==> config.mk <==
export PLATFORM = sky130hd
export DESIGN_NAME = nav_controller_flat
export DESIGN_NICKNAME = d
export VERILOG_FILES = /design/src/rtl/nav_pkg.sv /design/src/rtl/nav_controller_if.sv /design/src/rtl/input_debounce.sv /design/src/rtl/nav_controller.sv /design/src/flat_wrapper.sv
export SDC_FILE = /design/constraint.sdc
export NUM_CORES = 1
export LEC_CHECK = 0
export ABC_AREA = 1
export CAP_MARGIN = 10
export CELL_PAD_IN_SITES_DETAIL_PLACEMENT = 0
export CELL_PAD_IN_SITES_GLOBAL_PLACEMENT = 1
export CORE_ASPECT_RATIO = 1.75
export CORE_MARGIN = 4
export CORE_UTILIZATION = 35
export CTS_CLUSTER_DIAMETER = 80
export CTS_CLUSTER_SIZE = 12
export DETAILED_ROUTE_END_ITERATION = 12
export PLACE_DENSITY_LB_ADDON = 0.1
export SYNTH_ARGS = -nofsm -noshare
export SYNTH_HDL_FRONTEND = slang
export SYNTH_SLANG_ARGS = --single-unit
==> constraint.sdc <==
create_clock -name CLK100MHZ -period 2.2 [get_ports CLK100MHZ]
set_input_delay 0.44 -clock CLK100MHZ [delete_from_list [all_inputs] [get_ports CLK100MHZ]]
set_output_delay 0.44 -clock CLK100MHZ [all_outputs]
set_load 0.03 [all_outputs]
==> src/rtl/nav_pkg.sv <==
`timescale 1ns/1ps
`default_nettype none
// ============================================================================
//  Module      : nav_pkg
//  Description : Shared direction, colour and state codes for the navigation
//                controller, plus the obstacle-priority helper.
//  Revision    : 1.0 - initial release
// ============================================================================
package nav_pkg;

    typedef enum logic [2:0] {
        DIR_FWD   = 3'b000,
        DIR_BACK  = 3'b001,
        DIR_STOP  = 3'b010,
        DIR_LEFT  = 3'b100,
        DIR_RIGHT = 3'b101
    } dir_e;

    typedef enum logic [2:0] {
        COL_RED     = 3'b000,
        COL_BLUE    = 3'b001,
        COL_GREEN   = 3'b010,
        COL_YELLOW  = 3'b011,
        COL_UNKNOWN = 3'b100
    } color_e;

    typedef enum logic [3:0] {
        ST_SEARCH_FWD  = 4'd0,
        ST_SEARCH_TURN = 4'd1,
        ST_AVOID_TURN  = 4'd2,
        ST_AVOID_FWD   = 4'd3,
        ST_PICKUP      = 4'd4,
        ST_CARRY       = 4'd5,
        ST_DROP        = 4'd6,
        ST_DONE        = 4'd7
    } state_e;

    localparam logic [1:0] c_speed_off  = 2'd0;
    localparam logic [1:0] c_speed_full = 2'd3;

    typedef struct packed {
        logic hit;
        dir_e dir;
    } avoid_t;

    // Front is the only trigger; a blocked left side steers right, otherwise left.
    function automatic avoid_t avoid_decide(input logic front, input logic left);
        avoid_t r;
        r.hit = front;
        r.dir = (front && left) ? DIR_RIGHT : DIR_LEFT;
        return r;
    endfunction

endpackage
`default_nettype wire

==> src/rtl/nav_controller_if.sv <==
`timescale 1ns/1ps
`default_nettype none
// ============================================================================
//  Module      : nav_controller_if
//  Description : Sensor inputs and actuator outputs of the navigation block.
//  Revision    : 1.0 - initial release
// ============================================================================
interface nav_controller_if #(
    parameter int MAX_WASHERS = 4
) ();
    import nav_pkg::*;

    localparam int c_cnt_w = $clog2(MAX_WASHERS + 1);

    logic               ir_front;
    logic               ir_left;
    logic               ir_right;
    logic               metal_det;
    logic               color_valid;
    logic [2:0]         color_code;
    logic               led_match;
    dir_e               direction;
    logic [1:0]         speed;
    logic               magnet_on;
    logic [2:0]         held_color;
    logic [c_cnt_w-1:0] washer_count;
    logic [3:0]         state_dbg;

    modport master (
        input  ir_front, ir_left, ir_right, metal_det, color_valid, color_code, led_match,
        output direction, speed, magnet_on, held_color, washer_count, state_dbg
    );

    modport slave (
        output ir_front, ir_left, ir_right, metal_det, color_valid, color_code, led_match,
        input  direction, speed, magnet_on, held_color, washer_count, state_dbg
    );
endinterface
`default_nettype wire

==> src/rtl/input_debounce.sv <==
`timescale 1ns/1ps
`default_nettype none
// ============================================================================
//  Module      : input_debounce
//  Description : Accepts a new input level only after DEB_CYC consecutive
//                samples disagree with the current filtered level.
//  Revision    : 1.0 - initial release
// ============================================================================
module input_debounce #(
    parameter int DEB_CYC = 1000
) (
    input  wire logic clk,
    input  wire logic rst,
    input  wire logic i_raw,
    output logic      o_filt
);
    localparam int              c_cw   = (DEB_CYC > 1) ? $clog2(DEB_CYC) : 1;
    localparam logic [c_cw-1:0] c_last = c_cw'(DEB_CYC - 1);

    logic [c_cw-1:0] r_cnt_q;
    logic [c_cw-1:0] w_cnt_d;
    logic            r_filt_q;
    logic            w_filt_d;

    // Any sample agreeing with the filtered level restarts the stability run.
    always_comb begin
        w_cnt_d  = '0;
        w_filt_d = r_filt_q;
        if (i_raw != r_filt_q) begin
            if (r_cnt_q == c_last) begin
                w_filt_d = i_raw;
            end else begin
                w_cnt_d = r_cnt_q + c_cw'(1);
            end
        end
    end

    always_ff @(posedge clk) begin
        if (rst) begin
            r_cnt_q  <= '0;
            r_filt_q <= 1'b0;
        end else begin
            r_cnt_q  <= w_cnt_d;
            r_filt_q <= w_filt_d;
        end
    end

    assign o_filt = r_filt_q;
endmodule
`default_nettype wire

==> src/rtl/nav_controller.sv <==
`timescale 1ns/1ps
`default_nettype none
// ============================================================================
//  Module      : nav_controller
//  Description : Washer-collecting robot navigator: search pattern, obstacle
//                avoidance, magnetic pickup, colour-matched delivery.
//  Revision    : 1.0 - initial release
// ============================================================================
module nav_controller
    import nav_pkg::*;
#(
    parameter int TURN_CYC    = 40_000_000,
    parameter int FWD_CYC     = 20_000_000,
    parameter int LEG_CYC     = 400_000_000,
    parameter int SWEEP_CYC   = 200_000_000,
    parameter int DROP_CYC    = 50_000_000,
    parameter int DEB_CYC     = 1000,
    parameter int MAX_WASHERS = 4,
    parameter int CNT_W       = 32
) (
    input  wire logic        CLK100MHZ,
    input  wire logic        reset,
    nav_controller_if.master bus
);
    localparam int               c_cnt_w      = $clog2(MAX_WASHERS + 1);
    localparam logic [CNT_W-1:0] c_turn_last  = CNT_W'(TURN_CYC - 1);
    localparam logic [CNT_W-1:0] c_fwd_last   = CNT_W'(FWD_CYC - 1);
    localparam logic [CNT_W-1:0] c_leg_last   = CNT_W'(LEG_CYC - 1);
    localparam logic [CNT_W-1:0] c_sweep_last = CNT_W'(SWEEP_CYC - 1);
    localparam logic [CNT_W-1:0] c_drop_last  = CNT_W'(DROP_CYC - 1);
    localparam logic [c_cnt_w-1:0] c_max      = c_cnt_w'(MAX_WASHERS);

    logic [4:0] w_raw;
    logic [4:0] w_filt;

    assign w_raw = {bus.led_match, bus.metal_det, bus.ir_right, bus.ir_left, bus.ir_front};

    for (genvar gi = 0; gi < 5; gi++) begin : g_deb
        input_debounce #(.DEB_CYC(DEB_CYC)) u_deb (
            .clk    (CLK100MHZ),
            .rst    (reset),
            .i_raw  (w_raw[gi]),
            .o_filt (w_filt[gi])
        );
    end

    logic w_front, w_left, w_metal, w_led;
    assign w_front = w_filt[0];
    assign w_left  = w_filt[1];
    assign w_metal = w_filt[3];
    assign w_led   = w_filt[4];

    state_e             r_state_q,      w_state_d;
    logic [CNT_W-1:0]   r_timer_q,      w_timer_d;
    dir_e               r_turn_q,       w_turn_d;
    logic               r_alt_right_q,  w_alt_right_d;
    logic               r_ret_carry_q,  w_ret_carry_d;
    logic               r_carry_turn_q, w_carry_turn_d;
    logic [2:0]         r_held_q,       w_held_d;
    logic [c_cnt_w-1:0] r_count_q,      w_count_d;
    dir_e               r_dir_q,        w_dir_d;
    logic [1:0]         r_speed_q,      w_speed_d;
    logic               r_magnet_q,     w_magnet_d;

    logic [CNT_W-1:0]   w_timer_sat;
    logic [c_cnt_w-1:0] w_count_inc;
    logic               w_restart;
    avoid_t             w_avoid;

    assign w_timer_sat = (r_timer_q == '1) ? r_timer_q : r_timer_q + CNT_W'(1);
    assign w_count_inc = r_count_q + c_cnt_w'(1);
    assign w_avoid     = avoid_decide(w_front, w_left);

    always_comb begin
        w_state_d      = r_state_q;
        w_turn_d       = r_turn_q;
        w_alt_right_d  = r_alt_right_q;
        w_ret_carry_d  = r_ret_carry_q;
        w_carry_turn_d = r_carry_turn_q;
        w_held_d       = r_held_q;
        w_count_d      = r_count_q;
        w_restart      = 1'b0;

        case (r_state_q)
            ST_SEARCH_FWD: begin
                if (w_metal) begin
                    w_state_d = ST_PICKUP;
                end else if (w_avoid.hit) begin
                    w_state_d     = ST_AVOID_TURN;
                    w_turn_d      = w_avoid.dir;
                    w_ret_carry_d = 1'b0;
                end else if (r_timer_q == c_leg_last) begin
                    w_state_d     = ST_SEARCH_TURN;
                    w_turn_d      = r_alt_right_q ? DIR_RIGHT : DIR_LEFT;
                    w_alt_right_d = ~r_alt_right_q;
                end
            end
            ST_SEARCH_TURN: begin
                if (w_metal) begin
                    w_state_d = ST_PICKUP;
                end else if (w_avoid.hit) begin
                    w_state_d     = ST_AVOID_TURN;
                    w_turn_d      = w_avoid.dir;
                    w_ret_carry_d = 1'b0;
                end else if (r_timer_q == c_sweep_last) begin
                    w_state_d = ST_SEARCH_FWD;
                end
            end
            ST_AVOID_TURN: begin
                if (r_timer_q == c_turn_last) begin
                    w_state_d = ST_AVOID_FWD;
                end
            end
            ST_AVOID_FWD: begin
                if (w_avoid.hit) begin
                    w_state_d = ST_AVOID_TURN;
                    w_turn_d  = w_avoid.dir;
                end else if (r_timer_q == c_fwd_last) begin
                    w_state_d      = r_ret_carry_q ? ST_CARRY : ST_SEARCH_FWD;
                    w_carry_turn_d = 1'b0;
                end
            end
            ST_PICKUP: begin
                if (bus.color_valid) begin
                    w_state_d      = ST_CARRY;
                    w_held_d       = bus.color_code;
                    w_carry_turn_d = 1'b0;
                end else if (r_timer_q == c_sweep_last) begin
                    w_state_d      = ST_CARRY;
                    w_held_d       = COL_UNKNOWN;
                    w_carry_turn_d = 1'b0;
                end
            end
            ST_CARRY: begin
                // Carrying reuses the search leg/sweep cadence as an internal phase.
                if (w_led) begin
                    w_state_d = ST_DROP;
                end else if (w_avoid.hit) begin
                    w_state_d     = ST_AVOID_TURN;
                    w_turn_d      = w_avoid.dir;
                    w_ret_carry_d = 1'b1;
                end else if (!r_carry_turn_q && r_timer_q == c_leg_last) begin
                    w_carry_turn_d = 1'b1;
                    w_turn_d       = r_alt_right_q ? DIR_RIGHT : DIR_LEFT;
                    w_alt_right_d  = ~r_alt_right_q;
                    w_restart      = 1'b1;
                end else if (r_carry_turn_q && r_timer_q == c_sweep_last) begin
                    w_carry_turn_d = 1'b0;
                    w_restart      = 1'b1;
                end
            end
            ST_DROP: begin
                if (r_timer_q == c_drop_last) begin
                    w_count_d = w_count_inc;
                    w_state_d = (w_count_inc == c_max) ? ST_DONE : ST_SEARCH_FWD;
                end
            end
            default: begin
                w_state_d = ST_DONE;
            end
        endcase

        w_timer_d = (w_state_d != r_state_q || w_restart) ? '0 : w_timer_sat;

        w_dir_d    = DIR_STOP;
        w_speed_d  = c_speed_full;
        w_magnet_d = 1'b0;
        case (w_state_d)
            ST_SEARCH_FWD:  w_dir_d = DIR_FWD;
            ST_SEARCH_TURN: w_dir_d = w_turn_d;
            ST_AVOID_TURN: begin
                w_dir_d    = w_turn_d;
                w_magnet_d = w_ret_carry_d;
            end
            ST_AVOID_FWD: begin
                w_dir_d    = DIR_FWD;
                w_magnet_d = w_ret_carry_d;
            end
            ST_PICKUP: begin
                w_speed_d  = c_speed_off;
                w_magnet_d = 1'b1;
            end
            ST_CARRY: begin
                w_dir_d    = w_carry_turn_d ? w_turn_d : DIR_FWD;
                w_magnet_d = 1'b1;
            end
            default: begin
                w_speed_d = c_speed_off;
            end
        endcase
    end

    always_ff @(posedge CLK100MHZ) begin
        if (reset) begin
            r_state_q      <= ST_SEARCH_FWD;
            r_timer_q      <= '0;
            r_turn_q       <= DIR_LEFT;
            r_alt_right_q  <= 1'b0;
            r_ret_carry_q  <= 1'b0;
            r_carry_turn_q <= 1'b0;
            r_held_q       <= COL_UNKNOWN;
            r_count_q      <= '0;
            r_dir_q        <= DIR_STOP;
            r_speed_q      <= c_speed_off;
            r_magnet_q     <= 1'b0;
        end else begin
            r_state_q      <= w_state_d;
            r_timer_q      <= w_timer_d;
            r_turn_q       <= w_turn_d;
            r_alt_right_q  <= w_alt_right_d;
            r_ret_carry_q  <= w_ret_carry_d;
            r_carry_turn_q <= w_carry_turn_d;
            r_held_q       <= w_held_d;
            r_count_q      <= w_count_d;
            r_dir_q        <= w_dir_d;
            r_speed_q      <= w_speed_d;
            r_magnet_q     <= w_magnet_d;
        end
    end

    assign bus.direction    = r_dir_q;
    assign bus.speed        = r_speed_q;
    assign bus.magnet_on    = r_magnet_q;
    assign bus.held_color   = r_held_q;
    assign bus.washer_count = r_count_q;
    assign bus.state_dbg    = r_state_q;
endmodule
`default_nettype wire

==> src/flat_wrapper.sv <==
// flat-port wrapper written by rule: the top's interface ports become plain ports
module nav_controller_flat import nav_pkg::*;
#(
    parameter int TURN_CYC    = 40_000_000,
    parameter int FWD_CYC     = 20_000_000,
    parameter int LEG_CYC     = 400_000_000,
    parameter int SWEEP_CYC   = 200_000_000,
    parameter int DROP_CYC    = 50_000_000,
    parameter int DEB_CYC     = 1000,
    parameter int MAX_WASHERS = 4,
    parameter int CNT_W       = 32
)
  (CLK100MHZ, reset, bus_ir_front, bus_ir_left, bus_ir_right, bus_metal_det, bus_color_valid, bus_color_code, bus_led_match, bus_direction, bus_speed, bus_magnet_on, bus_held_color, bus_washer_count, bus_state_dbg);
  nav_controller_if #(.MAX_WASHERS(MAX_WASHERS)) bus_i ();
  input  wire logic CLK100MHZ;
  input  wire logic reset;
  input wire logic [$bits(bus_i.ir_front)-1:0] bus_ir_front;
  input wire logic [$bits(bus_i.ir_left)-1:0] bus_ir_left;
  input wire logic [$bits(bus_i.ir_right)-1:0] bus_ir_right;
  input wire logic [$bits(bus_i.metal_det)-1:0] bus_metal_det;
  input wire logic [$bits(bus_i.color_valid)-1:0] bus_color_valid;
  input wire logic [$bits(bus_i.color_code)-1:0] bus_color_code;
  input wire logic [$bits(bus_i.led_match)-1:0] bus_led_match;
  output wire logic [$bits(bus_i.direction)-1:0] bus_direction;
  output wire logic [$bits(bus_i.speed)-1:0] bus_speed;
  output wire logic [$bits(bus_i.magnet_on)-1:0] bus_magnet_on;
  output wire logic [$bits(bus_i.held_color)-1:0] bus_held_color;
  output wire logic [$bits(bus_i.washer_count)-1:0] bus_washer_count;
  output wire logic [$bits(bus_i.state_dbg)-1:0] bus_state_dbg;
  assign bus_i.ir_front = bus_ir_front;
  assign bus_i.ir_left = bus_ir_left;
  assign bus_i.ir_right = bus_ir_right;
  assign bus_i.metal_det = bus_metal_det;
  assign bus_i.color_valid = bus_color_valid;
  assign bus_i.color_code = bus_color_code;
  assign bus_i.led_match = bus_led_match;
  assign bus_direction = bus_i.direction;
  assign bus_speed = bus_i.speed;
  assign bus_magnet_on = bus_i.magnet_on;
  assign bus_held_color = bus_i.held_color;
  assign bus_washer_count = bus_i.washer_count;
  assign bus_state_dbg = bus_i.state_dbg;
  nav_controller #(.TURN_CYC(TURN_CYC), .FWD_CYC(FWD_CYC), .LEG_CYC(LEG_CYC), .SWEEP_CYC(SWEEP_CYC), .DROP_CYC(DROP_CYC), .DEB_CYC(DEB_CYC), .MAX_WASHERS(MAX_WASHERS), .CNT_W(CNT_W)) u_core (.CLK100MHZ(CLK100MHZ), .reset(reset), .bus(bus_i));
endmodule
==> results.md <==
- Status: finished, final reports clean
- Share of cells above drive strength 1: 0.272
- Area after DPL: 6480 um2
- Initial Utilization: 0.355
- Count of flip-flops with a built-in enable after synthesis: 0
- Vias in the first global route: 5,489
- Crit end category: flop
- Routability cong.: roughly 0.87
- Max_cap viols: 0
- Static Leakage: 2.85 nW
- Cell count after synthesis: around 790
- Count of state elements after synthesis: 97
- Critical Path, Cell by Cell: nand2_1, nor2_4, nand2_1, nor2_1, nand4_1, nand2_2, nand3_4, inv_4, nand2_2, a21oi_4, nand3_4, clkbuf_16, nor2_2
- Cell Area, Synth: 5440 um2
- Post-synth top area share: 0.357
- Sequential power share: 0.481
- Worst-Margin Slew: between 0.5 and 0.6 ns
- Die ar.: 17,700 um2
- CTS tree: yes
- Yosys cell types: 45
- Post-Syn Area per Cell: slightly below 7 um2
- Largest net degree at the start of global routing: 21
- R2R Setup Slk: 0.04 ns
- DRT Pass-1 Iters: 4
- Switching power share of the total: 0.270
- Max FO, Critical Path: 6
- Global-route wire length before repair: 26,000 um
- Sink Count: between 90 and 100
- Clock Skews: roughly 0.016 ns
- Clock buffer depth: 2
- I/O Buffers: 25
- Post-synth top area cell: dfxtp_1
- Detailed Place HPWL: ~13,000 um
- CP Capture Point: u_core.r_timer_q[26]
- Clk slew on worst S/H paths: ~0.08 ns
- Psw: 1.01 mW
- Syn nets: approximately 800
- RR Startpoint: u_core.r_timer_q[12]
- Hold Crit Class: reg -> reg
- Slew HR: 0.614
- Internal power: 2.72 mW
- Die H: 173 um
- Slew Viols, Final: 0
- Kind of critical path: reg -> reg
- Final setup viols: 0
- Rows: 60
- Clk_lat worst skew: 0.36 ns
- Final hold vios: 0
- Die Wd: 102 um
- Total grt overflow: 0
- Post-synth ARST share: 0
- Initial DRC Count: 175
- Unrepaired setup endpoints after global routing: yes
- WP depth: 13
- Worst EP required: 2.48 ns
- Yosys warns: 0
- Crit path launch type: flop
- Clk pwr share: 0.434
- Pwr Total: 3.73 mW
- DP Worst Slack: -0.249 ns
- DRC: 0
- CTS Root Buffer Type: clkbuf_16
- FMAX: 464 MHz
- Crit-path max cell delay: 0.42 ns
- Final #Nets: 924
- ANT cells: 0
- Seq/Total Area, Yosys: 0.357
- R2r worst-path depth: 13
- Final ANT Viol Nets: 0
- Vias: 5,417
- Top cells by area, synth: dfxtp_1, nand2_1, nor2_1, inv_1, xor2_1
- CP delay by family, top: simple AND/OR/NAND/NOR gates
- Minimum hold slack: 0.450 ns
- Vias per inst: between 4 and 5
- Power Density: 511 nW/um2
- Final WS setup: ~0.043 ns
- Worst path bufs/invs: 2
- Area Growth Syn to Fin: 34.0%
- Cell area after layout: about 7300 um2
- Arr. time, crit path: ~2.4 ns
- Fin crit share: 0.980
- Min Tclk post-route: 2.16 ns
- Ys flop type: dfxtp_1
- Combinational power share: 0.085
- Antenna violations before repair: 0
- Total CTS buffers: 9
- DRT Wirelength: 16,200 um
- Crit path from: u_core.r_timer_q[12]
- Core Footprint: 15,300 um2
- Overall routing resource usage: 0.185
- Peak VDD IR: 0.000418 V
- # IOs: 27
- Core Util, Final: 0.476
- WL/cell: 14.8 um
- Slowest CP cell: dfxtp_1
- # H-tree levels: 3
- Worst reg2reg endpoint: u_core.r_timer_q[26]
-- cell type report --
type                       count  area, um2
fill                        1587       8020
multi-input combinational    584       3400
sequential                    97       1970
timing repair buffer         115       1010
inverter                      99        377
tap                          186        233
clock buffer                   9        225
clock inverter                 7       80.1
-- logic make-up after synthesis --
kind of cell	share of synthesized area
and+or+nand+nor	0.410
AOI/OAI and AO/OA	0.0666
DFF	0.357
xor gates and xnor gates	0.0690
other	0.000689
buffers and inverters	0.0814
adders and majority gates	0.0161
-- layout by cell type (no fill, tap or decap), types with 2 or more instances in the layout --
cell,Yosys,final
nand2_1,148,133
o22ai_1,4,4
clkinv_8,0,2
dfxtp_4,0,2
inv_8,0,2
o211ai_1,3,3
clkdlybuf4s50_1,0,25
or2_2,4,4
nand2_2,7,20
nand4_4,0,2
buf_6,3,4
buf_4,1,81
nand3_4,2,4
inv_1,96,86
nand3_1,51,42
clkbuf_16,0,10
nor2_1,132,111
nor3b_1,11,11
o21bai_1,2,2
xnor2_1,2,2
nor3_1,30,29
nand3_2,1,8
nor4_1,10,10
xor2_1,39,39
ha_1,7,6
dfxtp_1,97,77
nor2_4,4,28
a21oi_1,31,31
o21a_1,2,2
nor2_2,36,33
buf_12,0,4
inv_2,2,11
dfxtp_2,0,18
a31oi_1,2,2
o21ai_0,16,15
nand3b_1,2,2
nand4_1,24,24
inv_6,0,2
inv_4,0,2
-- per-layer routing --
| layer | track usage | part of all wire | wire length, um |
|---|---|---|---|
| met1 | 0.180 | 0.36 | 5840 |
| met2 | 0.348 | 0.55 | 8890 |
| met3 | 0.0323 | 0.033 | 530 |
| met4 | 0.108 | 0.059 | 965 |
| met5 | 0 | 0 | 0 |
-- sequential cells by signal, summed over array words and instances (netlist names) --
register                    flops
u_core.r_ret_carry_q            1
u_core.r_timer_q               32
u_core.bus.direction            3
u_core.bus.held_color           3
u_core.g_deb.u_deb.o_filt       4
u_core.g_deb.u_deb.r_cnt_q     40
u_core.bus.speed                1
u_core.bus.magnet_on            1
u_core.r_alt_right_q            1
u_core.r_turn_q                 3
u_core.bus.washer_count         3
u_core.r_carry_turn_q           1
u_core.bus.state_dbg            4
-- metrics by stage --
stage | TNS (ns) | instances
3_5_place_dp | -0.900 | 1068
2_1_floorplan | 0 | 791
4_1_cts | 0 | 1084
3_3_place_gp | -0.255 | 1068
5_1_grt | -1.62 | 1097
6_report | 0 | 1097
-- power by group through the flow --
| stage | logic, mW | clock network [mW] | registers, mW |
|---|---|---|---|
| after floorplan | 0.142 | 0 | 1.86 |
| after global placement | 0.289 | 0 | 1.84 |
| after detailed placement | 0.291 | 0 | 1.84 |
| after CTS | 0.296 | 1.67 | 1.80 |
| after global routing | 0.348 | 1.73 | 1.80 |
| final | 0.317 | 1.62 | 1.79 |
-- synthesized netlist by cell type, types with 2 or more instances --
cell / instances
inv_1: 96
xor2_1: 39
xnor2_1: 2
nand2_2: 7
a31oi_1: 2
buf_6: 3
a21oi_1: 31
clkbuf_1: 5
nand3b_1: 2
nor2_1: 132
nand3_1: 51
o21bai_1: 2
inv_2: 2
o22ai_1: 4
ha_1: 7
nand2_1: 148
buf_2: 2
nor4_1: 10
nand4_2: 2
o21ai_0: 16
nor2_4: 4
o21a_1: 2
nor3b_1: 11
or2_2: 4
o211ai_1: 3
nand3_4: 2
nand4_1: 24
nor2_2: 36
dfxtp_1: 97
nor3_1: 30
-- worst min-delay path by stage --
| stage | start | to | slack (ns) | cells after the start |
|---|---|---|---|---|
| 6_report | u_core.g_deb[3].u_deb.r_cnt_q[0] | u_core.g_deb[3].u_deb.r_cnt_q[0] | 0.45 | 1 |
| 2_1_floorplan | u_core.g_deb[0].u_deb.r_cnt_q[0] | u_core.g_deb[0].u_deb.r_cnt_q[0] | 0.42 | 1 |
| 5_1_grt | u_core.g_deb[0].u_deb.r_cnt_q[0] | u_core.g_deb[0].u_deb.r_cnt_q[0] | 0.47 | 1 |
| 4_1_cts | u_core.g_deb[3].u_deb.r_cnt_q[0] | u_core.g_deb[3].u_deb.r_cnt_q[0] | 0.45 | 1 |
| 3_3_place_gp | u_core.g_deb[0].u_deb.r_cnt_q[0] | u_core.g_deb[0].u_deb.r_cnt_q[0] | 0.43 | 1 |
| 3_5_place_dp | u_core.g_deb[1].u_deb.r_cnt_q[0] | u_core.g_deb[1].u_deb.r_cnt_q[0] | 0.44 | 1 |
-- repair_timing --
action,in CTS,in global routing
endpoints found under the setup margin,33,38
hold buffers,0,0
endpoints found under the hold margin,0,0
setup buffers,0,12
gates cloned,0,1
gates resized for setup,8,115
pin swaps,2,22
(Power assumes the default switching activity.)
